`src/rtl/control_pipeline_pkg.sv`:
```
// Shared types for the ID-stage control pipeline: opcodes, formats,
// branch conditions, the control bundle and the forwarding select.
package control_pipeline_pkg;

  // Register index storage width inside the bundle; ports may be narrower.
  localparam int REG_ADDR_MAX = 8;
  typedef logic [REG_ADDR_MAX-1:0] reg_idx_t;

  typedef enum logic [6:0] {
    OP_LOAD     = 7'b0000011,
    OP_LOAD_FP  = 7'b0000111,
    OP_IMM      = 7'b0010011,
    OP_AUIPC    = 7'b0010111,
    OP_STORE    = 7'b0100011,
    OP_STORE_FP = 7'b0100111,
    OP_OP       = 7'b0110011,
    OP_LUI      = 7'b0110111,
    OP_BRANCH   = 7'b1100011,
    OP_JALR     = 7'b1100111,
    OP_JAL      = 7'b1101111
  } instruction_format_type;

  typedef enum logic [2:0] {
    OPT_R = 3'd0,
    OPT_I = 3'd1,
    OPT_S = 3'd2,
    OPT_B = 3'd3,
    OPT_U = 3'd4,
    OPT_J = 3'd5
  } instruction_op_type;

  localparam logic [2:0] BEQ  = 3'b000;
  localparam logic [2:0] BNE  = 3'b001;
  localparam logic [2:0] BLT  = 3'b100;
  localparam logic [2:0] BGE  = 3'b101;
  localparam logic [2:0] BLTU = 3'b110;
  localparam logic [2:0] BGEU = 3'b111;

  typedef enum logic [1:0] {
    FWD_RF    = 2'b00,
    FWD_EXMEM = 2'b01,
    FWD_MEMWB = 2'b10
  } fwd_sel_e;

  typedef struct packed {
    logic       valid;
    logic       reg_write;
    logic       mem2reg;
    logic       mem_write;
    logic       alu_src;
    logic       auipc;
    logic       branch;
    logic       jump;
    logic [2:0] cond;
    logic [2:0] load_size;
    logic [2:0] store_size;
    reg_idx_t   rs1;
    reg_idx_t   rs2;
    reg_idx_t   rd;
    logic       rs1_used;
    logic       rs2_used;
  } ctrl_bundle_t;

  // Nearest producer wins: EX/MEM is younger than MEM/WB.
  function automatic fwd_sel_e fwd_pick(reg_idx_t src, ctrl_bundle_t exmem, ctrl_bundle_t memwb);
    if (exmem.valid && exmem.reg_write && exmem.rd != '0 && exmem.rd == src)
      return FWD_EXMEM;
    else if (memwb.valid && memwb.reg_write && memwb.rd != '0 && memwb.rd == src)
      return FWD_MEMWB;
    else
      return FWD_RF;
  endfunction

endpackage

```
`src/rtl/control_pipeline_branch_comparator.sv`:
```
// Branch condition evaluation on the already-forwarded EX operands.
module branch_comparator
  import control_pipeline_pkg::*;
#(
  parameter int XLEN = 32
) (
  input  logic [XLEN-1:0] a,
  input  logic [XLEN-1:0] b,
  input  logic [2:0]      cond,
  output logic            taken
);

  // Compare per funct3; reserved encodings never branch.
  always_comb begin
    case (cond)
      BEQ:     taken = (a == b);
      BNE:     taken = (a != b);
      BLT:     taken = ($signed(a) <  $signed(b));
      BGE:     taken = ($signed(a) >= $signed(b));
      BLTU:    taken = (a <  b);
      BGEU:    taken = (a >= b);
      default: taken = 1'b0;
    endcase
  end

endmodule

```
`src/rtl/control_pipeline.sv`:
```
// ID decode into a control bundle, carried through ID/EX, EX/MEM, MEM/WB,
// with EX branch resolution, load-use stall, forwarding selects and a
// retired-instruction counter.
module control_pipeline
  import control_pipeline_pkg::*;
#(
  parameter int XLEN       = 32,
  parameter int REG_ADDR_W = 5,
  parameter int CNT_W      = 32
) (
  input  logic                   clk,
  input  logic                   rst_n,
  input  logic                   id_valid,
  input  instruction_format_type id_opcode,
  input  instruction_op_type     id_optype,
  input  logic [2:0]             id_funct3,
  input  logic [REG_ADDR_W-1:0]  id_rs1,
  input  logic [REG_ADDR_W-1:0]  id_rs2,
  input  logic [REG_ADDR_W-1:0]  id_rd,
  input  logic [XLEN-1:0]        ex_rs1_data,
  input  logic [XLEN-1:0]        ex_rs2_data,
  output logic                   stall,
  output logic                   flush,
  output logic                   branch_taken,
  output logic                   ex_alu_src,
  output logic                   ex_auipc,
  output logic                   mem_write,
  output logic [2:0]             mem_load_size,
  output logic [2:0]             mem_store_size,
  output logic                   wb_reg_write,
  output logic                   wb_mem2reg,
  output logic [REG_ADDR_W-1:0]  wb_rd,
  output fwd_sel_e               fwd_a_sel,
  output fwd_sel_e               fwd_b_sel,
  output logic [CNT_W-1:0]       instret
);

  ctrl_bundle_t dec, idex, exmem, memwb;
  logic         cmp_taken;
  logic         hazard;

  // Decode the ID fields; unknown formats and invalid slots decode to zero.
  always_comb begin
    dec       = '0;
    dec.valid = 1'b1;
    dec.rs1   = reg_idx_t'(id_rs1);
    dec.rs2   = reg_idx_t'(id_rs2);
    dec.rd    = reg_idx_t'(id_rd);
    case (id_optype)
      OPT_R: begin
        dec.reg_write = 1'b1;
        dec.rs1_used  = 1'b1;
        dec.rs2_used  = 1'b1;
      end
      OPT_I: begin
        dec.reg_write = 1'b1;
        dec.alu_src   = 1'b1;
        dec.rs1_used  = 1'b1;
        if (id_opcode == OP_LOAD || id_opcode == OP_LOAD_FP) begin
          dec.mem2reg   = 1'b1;
          dec.load_size = id_funct3;
        end
      end
      OPT_S: begin
        dec.alu_src    = 1'b1;
        dec.mem_write  = 1'b1;
        dec.store_size = id_funct3;
        dec.rs1_used   = 1'b1;
        dec.rs2_used   = 1'b1;
      end
      OPT_B: begin
        dec.branch   = 1'b1;
        dec.cond     = id_funct3;
        dec.rs1_used = 1'b1;
        dec.rs2_used = 1'b1;
      end
      OPT_U: begin
        dec.reg_write = 1'b1;
        dec.alu_src   = 1'b1;
        dec.auipc     = (id_opcode == OP_AUIPC);
      end
      OPT_J: begin
        dec.jump      = 1'b1;
        dec.reg_write = 1'b1;
      end
      default: dec = '0;
    endcase
    if (!id_valid) dec = '0;
  end

  branch_comparator #(.XLEN(XLEN)) u_bcmp (
    .a     (ex_rs1_data),
    .b     (ex_rs2_data),
    .cond  (idex.cond),
    .taken (cmp_taken)
  );

  assign branch_taken = idex.valid & (idex.jump | (idex.branch & cmp_taken));
  assign flush        = branch_taken;

  // A load in EX whose rd feeds the instruction in ID cannot be forwarded in time.
  assign hazard = idex.valid & idex.mem2reg & (idex.rd != '0) & id_valid &
                  ((dec.rs1_used & (dec.rs1 == idex.rd)) |
                   (dec.rs2_used & (dec.rs2 == idex.rd)));
  assign stall  = hazard & ~flush;

  assign fwd_a_sel = fwd_pick(idex.rs1, exmem, memwb);
  assign fwd_b_sel = fwd_pick(idex.rs2, exmem, memwb);

  assign ex_alu_src     = idex.alu_src;
  assign ex_auipc       = idex.auipc;
  assign mem_write      = exmem.mem_write;
  assign mem_load_size  = exmem.load_size;
  assign mem_store_size = exmem.store_size;
  assign wb_reg_write   = memwb.reg_write;
  assign wb_mem2reg     = memwb.mem2reg;
  assign wb_rd          = REG_ADDR_W'(memwb.rd);

  // Advance the pipeline; stall/flush only bubble ID/EX, later stages always move.
  always_ff @(posedge clk or negedge rst_n) begin
    if (!rst_n) begin
      idex  <= '0;
      exmem <= '0;
      memwb <= '0;
    end else begin
      idex  <= (flush | stall) ? '0 : dec;
      exmem <= idex;
      memwb <= exmem;
    end
  end

  // Count every valid bundle leaving MEM/WB; wraps naturally.
  always_ff @(posedge clk or negedge rst_n) begin
    if (!rst_n)           instret <= '0;
    else if (memwb.valid) instret <= instret + CNT_W'(1);
  end

endmodule
```
`config.mk`:
```
export PLATFORM = sky130hd
export DESIGN_NAME = control_pipeline
export DESIGN_NICKNAME = d
export VERILOG_FILES = /design/src/rtl/control_pipeline_pkg.sv /design/src/rtl/control_pipeline_branch_comparator.sv /design/src/rtl/control_pipeline.sv
export SDC_FILE = /design/constraint.sdc
export NUM_CORES = 1
export LEC_CHECK = 0
export ABC_CLOCK_PERIOD_IN_PS = 2700
export BUFFER_PORTS_ARGS = -buffer_cell sky130_fd_sc_hd__buf_2
export CAP_MARGIN = 0
export CELL_PAD_IN_SITES_DETAIL_PLACEMENT = 0
export CELL_PAD_IN_SITES_GLOBAL_PLACEMENT = 1
export CORE_MARGIN = 2
export CORE_UTILIZATION = 30
export DETAILED_ROUTE_END_ITERATION = 8
export GPL_ROUTABILITY_DRIVEN = 0
export PLACE_DENSITY = 0.74
export SKIP_CTS_REPAIR_TIMING = 1
export SYNTH_ARGS = -nofsm -noshare
export SYNTH_HDL_FRONTEND = slang
export SYNTH_HIERARCHICAL = 1
export SYNTH_SLANG_ARGS = --single-unit
export TNS_END_PERCENT = 20
```
`constraint.sdc`:
```
create_clock -name clk -period 2.7 [get_ports clk]
set_input_delay 0.27 -clock clk [delete_from_list [all_inputs] [get_ports clk]]
set_output_delay 0.27 -clock clk [all_outputs]
set_load 0.05 [all_outputs]
```
==> impl_metrics.toml, run 1 <==
[sta]
worst-slew-pin-transition_ns = 1.00
hold_violations = 0
fin_crit_ns = 2.71
finalCritPeriodShare_pct = 100
skew_ns = 0.00499
rsz0062_at_grt = "true"
relSlewSlack_pct = 32.6
maxSlewViolCount = 0
setup_viol = 2
fin_ws_ns = -0.00933
fmax_ghz = 0.369
setup-tns-final_ns = -0.0126

[critical_path]
crit_fanout = 3
end_kind = "primary output"
worst_setup_path_start_kind = "input pin"
arrival_ns = 2.44
worstReg2RegStart = "idex[5]$_DFF_PN0_"
crit_slowest_cell = "a211o_2"
worst_ep_required_time_ns = 2.43
cp_common_cell = "nor3_2"
rr_endpoint = "idex[11]$_DFF_PN0_"
r2r_cells = 6
path_cells = "buf_2 > inv_1 > ha_4 > nand4_1 > nor3_2 > a22oi_2 > and3_1 > a211o_2 > nor3_2 > a21o_1 > o21ba_4 > buf_8"
reg2reg_setup_slack_ns = 0.24
cpPeakStageDelay_ns = 0.29
crit_family = "simple AND/OR/NAND/NOR gates"
critical_path_class = "in2out"
worst-path-buf-inv = 3

[routing]
first_pass_iters = 4
drtAntennaViolNets = 0
vias_per_cell = 4.70
num_vias = 4027
drc = 0
wire_per_inst_um = 14.3
drt_iter0_markers = 108
wl_um = 12200

[synthesis]
synth_seq_cells = 87
ys_types = 54
avgSynthCellArea_sq_um = 10.1
mappedNetlistNets = 600
synth_cells = 472
ys.flop_type = "dfrtp_1"
seq_area_frac_synth_pct = 45.7
synth-edff-count = 0
ys_warn_count = 6
netlist_area_sq_um = 4760
synthArstFlopShare_pct = 100

[min_path]
min_path_cells = 3
hp-start = "id_rd[3]"
holdCritPathClass = "in2reg"
min_to = "idex[5]$_DFF_PN0_"

[cts]
cts.sink_count = 87
htreeDepth = 3
tritoncts = "yes"
cts-root-buf = "clkbuf_16"
clkTransAtPathRegs_ns = 0.07
clk_latency_ns = 0.34
cts_made_buffers = 9
cts_buffer_depth = 2

[power_and_ir_drop]
power.leakage_nw = 3.28
power_w = 0.00349
peakVddDrop_uv = 469
p_per_area_nw_per_um2 = 525

[finish]
multi_input_area_sq_um = 2630
design_area_sq_um = 6640
diodes = 0
nets = 763
fill_cells = 1538
seqCellArea_sq_um = 2180
drive_above_1_share_pct = 39.1
syn_to_final_growth_pct = 39.5
postLayoutCoreUtil_pct = 42.3

[global_route]
grtUsageTotal_pct = 14.4
grt_pass1_wl_um = 19300
antenna_found_initial = 0
grt_max_degree = 88
grt_pass1_vias = 4080
grt_overflow_total = 0

[placed_design]
io_buffers = 149
place_area_sq_um = 5840
dp_hpwl_um = 9460
dp_slack_ns = -0.342

[die]
die_h_um = 130
core-area_sq_um = 15700
die_x_um = 130
die_area_sq_um = 16900
placementRows = 46
initial_utilization_pct = 30.3
io-pin-count = 150

[status]
violations = "negative setup slack"
outcome = "finished with violations"

[flow_run]
maxCapViolCount = 0
-- cell families (layout without fill, tap and decap cells) --
kind of cell               after synthesis  in the layout  synth area share, %
AOI/OAI and AO/OA                       50             50                 7.25
xor gates and xnor gates                55             55                 10.1
adders and majority gates               33             33                 8.67
buffers and inverters                   69            237                 6.68
DFF                                     87             87                 45.7
muxes                                    1              1                0.237
and+or+nand+nor                        177            177                 21.3
-- flip-flops by register name, indices dropped and copies added, names as in the netlist --
name,count
idex,30
exmem,8
wb_mem2reg,1
instret,32
ex_alu_src,1
mem_load_size,3
ex_auipc,1
memwb,1
wb_reg_write,1
mem_store_size,3
mem_write,1
wb_rd,5
-- per-stage QoR --
| step | instances | hold slack (ns) |
|---|---|---|
| floorplan | 472 | -0.0256 |
| finish | 856 | 0.152 |
| global placement | 833 | 0.334 |
| global route | 856 | 0.159 |
| detailed placement | 833 | 0.335 |
| CTS | 849 | -0.0296 |
-- cell usage after synthesis (2+ instances only) --
cell type,count,share of area [%]
a211oi_1,2,0.32
a21boi_0,2,0.32
a21o_1,3,0.47
a21oi_1,15,1.6
a31oi_1,2,0.26
and3_1,4,0.53
and4_1,4,0.74
buf_2,4,0.42
buf_4,12,1.9
clkbuf_1,5,0.39
clkinv_1,2,0.16
dfrtp_1,87,46
ha_1,33,8.7
inv_1,43,3.4
nand2_1,24,1.9
nand2b_1,2,0.26
nand3_1,24,2.5
nand4_1,26,3.4
nor2_1,23,1.8
nor2b_1,6,0.79
nor3_1,25,2.6
nor3b_1,2,0.32
nor4_1,18,2.4
nor4_4,2,0.89
nor4b_1,4,0.74
o211ai_1,3,0.47
o21ai_0,8,0.84
o311a_1,2,0.42
o32ai_1,2,0.37
or4_1,6,0.95
xnor2_1,26,4.8
xor2_1,29,5.3
-- layout by cell type (no fill, tap or decap), types with 5 or more instances in the layout --
| cell | n |
|---|---|
| buf_2 | 134 |
| dfrtp_1 | 87 |
| inv_1 | 30 |
| xor2_1 | 29 |
| buf_4 | 27 |
| xnor2_1 | 26 |
| nand4_1 | 26 |
| nor3_1 | 24 |
| nand3_1 | 24 |
| nor2_1 | 23 |
| nand2_1 | 23 |
| ha_4 | 21 |
| a21oi_1 | 15 |
| ha_1 | 12 |
| inv_2 | 12 |
| nor4_1 | 11 |
| buf_6 | 10 |
| clkbuf_16 | 9 |
| o21ai_0 | 8 |
| nor2b_1 | 6 |
| or4_1 | 6 |
| nor4_2 | 5 |
-- final cells by class --
| cell class | count | area share, % |
|---|---|---|
| sequential | 87 | 32.8 |
| timing repair buffer | 176 | 16.1 |
| inverter | 45 | 2.69 |
| clock inverter | 7 | 1.38 |
| multi-input combinational | 316 | 39.6 |
| clock buffer | 9 | 3.39 |
| tap | 216 | 4.07 |
-- power by group --
part / switching, W / internal, W / total, W
Clock: 0.000549 / 0.000739 / 0.00129
Combinational: 0.000442 / 0.000284 / 0.000726
Sequential: 0.0000960 / 0.00138 / 0.00147
-- how the worst max path moves through the flow --
stage	start	depth (start not counted)	slack, ns	to
2_1_floorplan	wb_reg_write$_DFF_PN0_	3	-0.43	fwd_b_sel[1]
6_report	ex_rs2_data[26]	12	-0.009	stall
5_1_grt	ex_rs2_data[4]	13	-0.14	flush
3_3_place_gp	ex_rs1_data[1]	14	-0.16	idex[30]$_DFF_PN0_
4_1_cts	idex[5]$_DFF_PN0_	6	-0.22	stall
3_5_place_dp	ex_rs1_data[1]	14	-0.34	idex[30]$_DFF_PN0_
-- routing by layer --
layer / wire length [um] / track usage (%)
met5: 0 / 0
met4: 170 / 4.17
met3: 552 / 3.32
met2: 6180 / 24.8
met1: 5300 / 18.1
-- worst register-to-register path: cells and delay by family (launching register included) --
family | cells | cell delay (ns)
and+or+nand+nor | 4 | 1.40
DFF | 1 | 0.47
buffers and inverters | 1 | 0.31
AOI/OAI and AO/OA | 1 | 0.15
Note: power is estimated with default switching activity, not from simulation.
==> run 2, diff against run 1 <==
--- a/config.mk
+++ b/config.mk
@@ -7,14 +7,13 @@
 export LEC_CHECK = 0
 export ABC_CLOCK_PERIOD_IN_PS = 2700
 export BUFFER_PORTS_ARGS = -buffer_cell sky130_fd_sc_hd__buf_2
-export CAP_MARGIN = 0
 export CELL_PAD_IN_SITES_DETAIL_PLACEMENT = 0
 export CELL_PAD_IN_SITES_GLOBAL_PLACEMENT = 1
 export CORE_MARGIN = 2
-export CORE_UTILIZATION = 30
+export CORE_UTILIZATION = 39
 export DETAILED_ROUTE_END_ITERATION = 8
 export GPL_ROUTABILITY_DRIVEN = 0
-export PLACE_DENSITY = 0.74
+export PLACE_DENSITY = 0.9
 export SKIP_CTS_REPAIR_TIMING = 1
 export SYNTH_ARGS = -nofsm -noshare
 export SYNTH_HDL_FRONTEND = slang
==> impl_metrics.toml, run 2 (same netlist as run 1, synthesis figures left out) <==
[power_and_ir_drop]
combPwrFrac_pct = 22.0
p_per_area_nw_per_um2 = 512
peakVddDrop_uv = 328
intPower_w = 0.00235
switchingPower_w = 0.00104
power_frac_seq_pct = 43.4
power.leakage_nw = 3.24
pwr-share-clk_pct = 34.7
sw_frac_of_total_pct = 30.7

[cts]
cts_made_buffers = 9
htreeDepth = 3
cts_buffer_depth = 2
cts-root-buf = "clkbuf_16"
clk_latency_ns = 0.33
cts.sink_count = 87
tritoncts = "yes"
clkTransAtPathRegs_ns = 0.06

[global_route]
grtUsageTotal_pct = 17.5
grt_overflow_total = 0
grt_max_degree = 88
grt_pass1_vias = 4078
antenna_found_initial = 0
grt_pass1_wl_um = 18500

[die]
die_x_um = 114
die_area_sq_um = 13100
io-pin-count = 150
placementRows = 40
die_h_um = 114
core-area_sq_um = 12000
initial_utilization_pct = 39.8

[routing]
drt_iter0_markers = 291
wire_per_inst_um = 15.5
vias_per_cell = 5.25
drtAntennaViolNets = 0
wl_um = 12100
num_vias = 4111
first_pass_iters = 4
drc = 0

[finish]
multi_input_area_sq_um = 2720
reg_top3 = "instret: 32 flops, idex: 30 flops, exmem: 8 flops"
final_cells = 783
final_common_cell = "buf_2"
drive_above_1_share_pct = 42.0
syn_to_final_growth_pct = 39.5
seqCellArea_sq_um = 2180
fill_cells = 1003
nets = 759
mostFrequentLayoutCells = "124 x buf_2, 87 x dfrtp_1, 29 x xor2_1, 28 x ha_4"
diodes = 0
top_register = "instret"
largest_reg_flops = 32

[min_path]
holdCritPathClass = "in2async"

[sta]
skew_ns = 0.00973
fmax_ghz = 0.362
finalCritPeriodShare_pct = 102
maxSlewViolCount = 0
rsz0062_at_grt = "true"
worst-slew-pin-transition_ns = 1.30
fin_ws_ns = -0.0629
hold_violations = 0
fin_crit_ns = 2.76
relSlewSlack_pct = 13.0
setup_viol = 3

[critical_path]
worst_setup_path_start_kind = "input pin"
reg2reg_setup_slack_ns = 0.21
crit_fanout = 4
critical_path_class = "in2out"
path_cells = "buf_2 > inv_1 > ha_4 > nand4_1 > nor4_2 > buf_4 > a311oi_2 > a211o_2 > nor3_2 > a21o_1 > nand2_2 > clkinv_4 > buf_8"
arrival_ns = 2.49
end_kind = "primary output"
crit_slowest_cell = "nor4_2"
worst_ep_required_time_ns = 2.43
cpPeakStageDelay_ns = 0.37

[status]
outcome = "finished with violations"
violations = "negative setup slack"

[placed_design]
dp_hpwl_um = 8900
io_buffers = 149
dp.cells = 760
dp_slack_ns = -0.318

[flow_run]
maxCapViolCount = 0
run 2: cell types whose count changed in the layout (fill, tap and decap cells not counted), moves of 3 or more:
cell,change
buf_6,+11
ha_4,+7
inv_2,+9
inv_1,-10
buf_4,-3
buf_2,-10
ha_1,-7
run 2: worst paths after layout:
check                      cells past startpoint                endpoint               start
max                                           13                   flush      ex_rs2_data[6]
min in group clk                               3       idex[2]$_DFF_PN0_            id_rd[0]
min                                            1  instret[4]$_DFFE_PN0P_               rst_n
max in group asynchronous                      1  instret[2]$_DFFE_PN0P_               rst_n
max reg2reg                                    5      idex[27]$_DFF_PN0_   idex[5]$_DFF_PN0_
min reg2reg                                    0     exmem[41]$_DFF_PN0_  idex[41]$_DFF_PN0_
run 2: final cells by class:
cell class                      instances  share of cell area [%]
Multi-Input combinational cell        316                    41.0
Sequential cell                        87                    32.8
Clock inverter                          5                   0.622
Tap cell                              147                    2.77
Clock buffer                           11                    3.80
Timing Repair Buffer                  172                    16.4
Inverter                               45                    2.69
run 2: critical path, delay by kind of cell:
| kind | cells | cell delay, ns |
|---|---|---|
| buffers and inverters | 5 | 0.58 |
| adders and majority gates | 1 | 0.27 |
| AOI/OAI and AO/OA | 3 | 0.58 |
| and+or+nand+nor | 4 | 0.79 |
run 2: through the flow:
stage / cell area [sq um] / power, W / utilization [%] / TNS (ns) / hold slack [ns]
floorplan: 4800 / 0.00191 / - / -0.431 / -0.0256
global placement: 5710 / 0.00212 / 47.7 / -1.48 / 0.336
detailed placement: 5710 / 0.00215 / 47.7 / -4.56 / 0.335
CTS: 6000 / 0.00334 / 50.2 / -0.426 / 0.151
global route: 6640 / 0.00355 / 55.5 / -0.358 / 0.164
finish: 6640 / 0.00340 / 55.5 / -0.149 / 0.123
run 2: power by group through the flow:
| stage | registers [W] | logic (W) | clock network (W) |
|---|---|---|---|
| floorplan | 0.00164 | 0.000271 | 0 |
| global placement | 0.00149 | 0.000631 | 0 |
| detailed placement | 0.00150 | 0.000651 | 0 |
| CTS | 0.00147 | 0.000653 | 0.00121 |
| global route | 0.00149 | 0.000810 | 0.00125 |
| finish | 0.00147 | 0.000747 | 0.00118 |
run 2: metal layers:
layer	global-route usage (%)	vias up	share of wire, %	routed length (um)
met1	22.3	1967	43	5200
met2	30.0	143	50	6110
met4	4.23	0	1.4	172
li1	-	1981	-	-
met3	4.45	20	5.2	624
met5	0	-	0	0
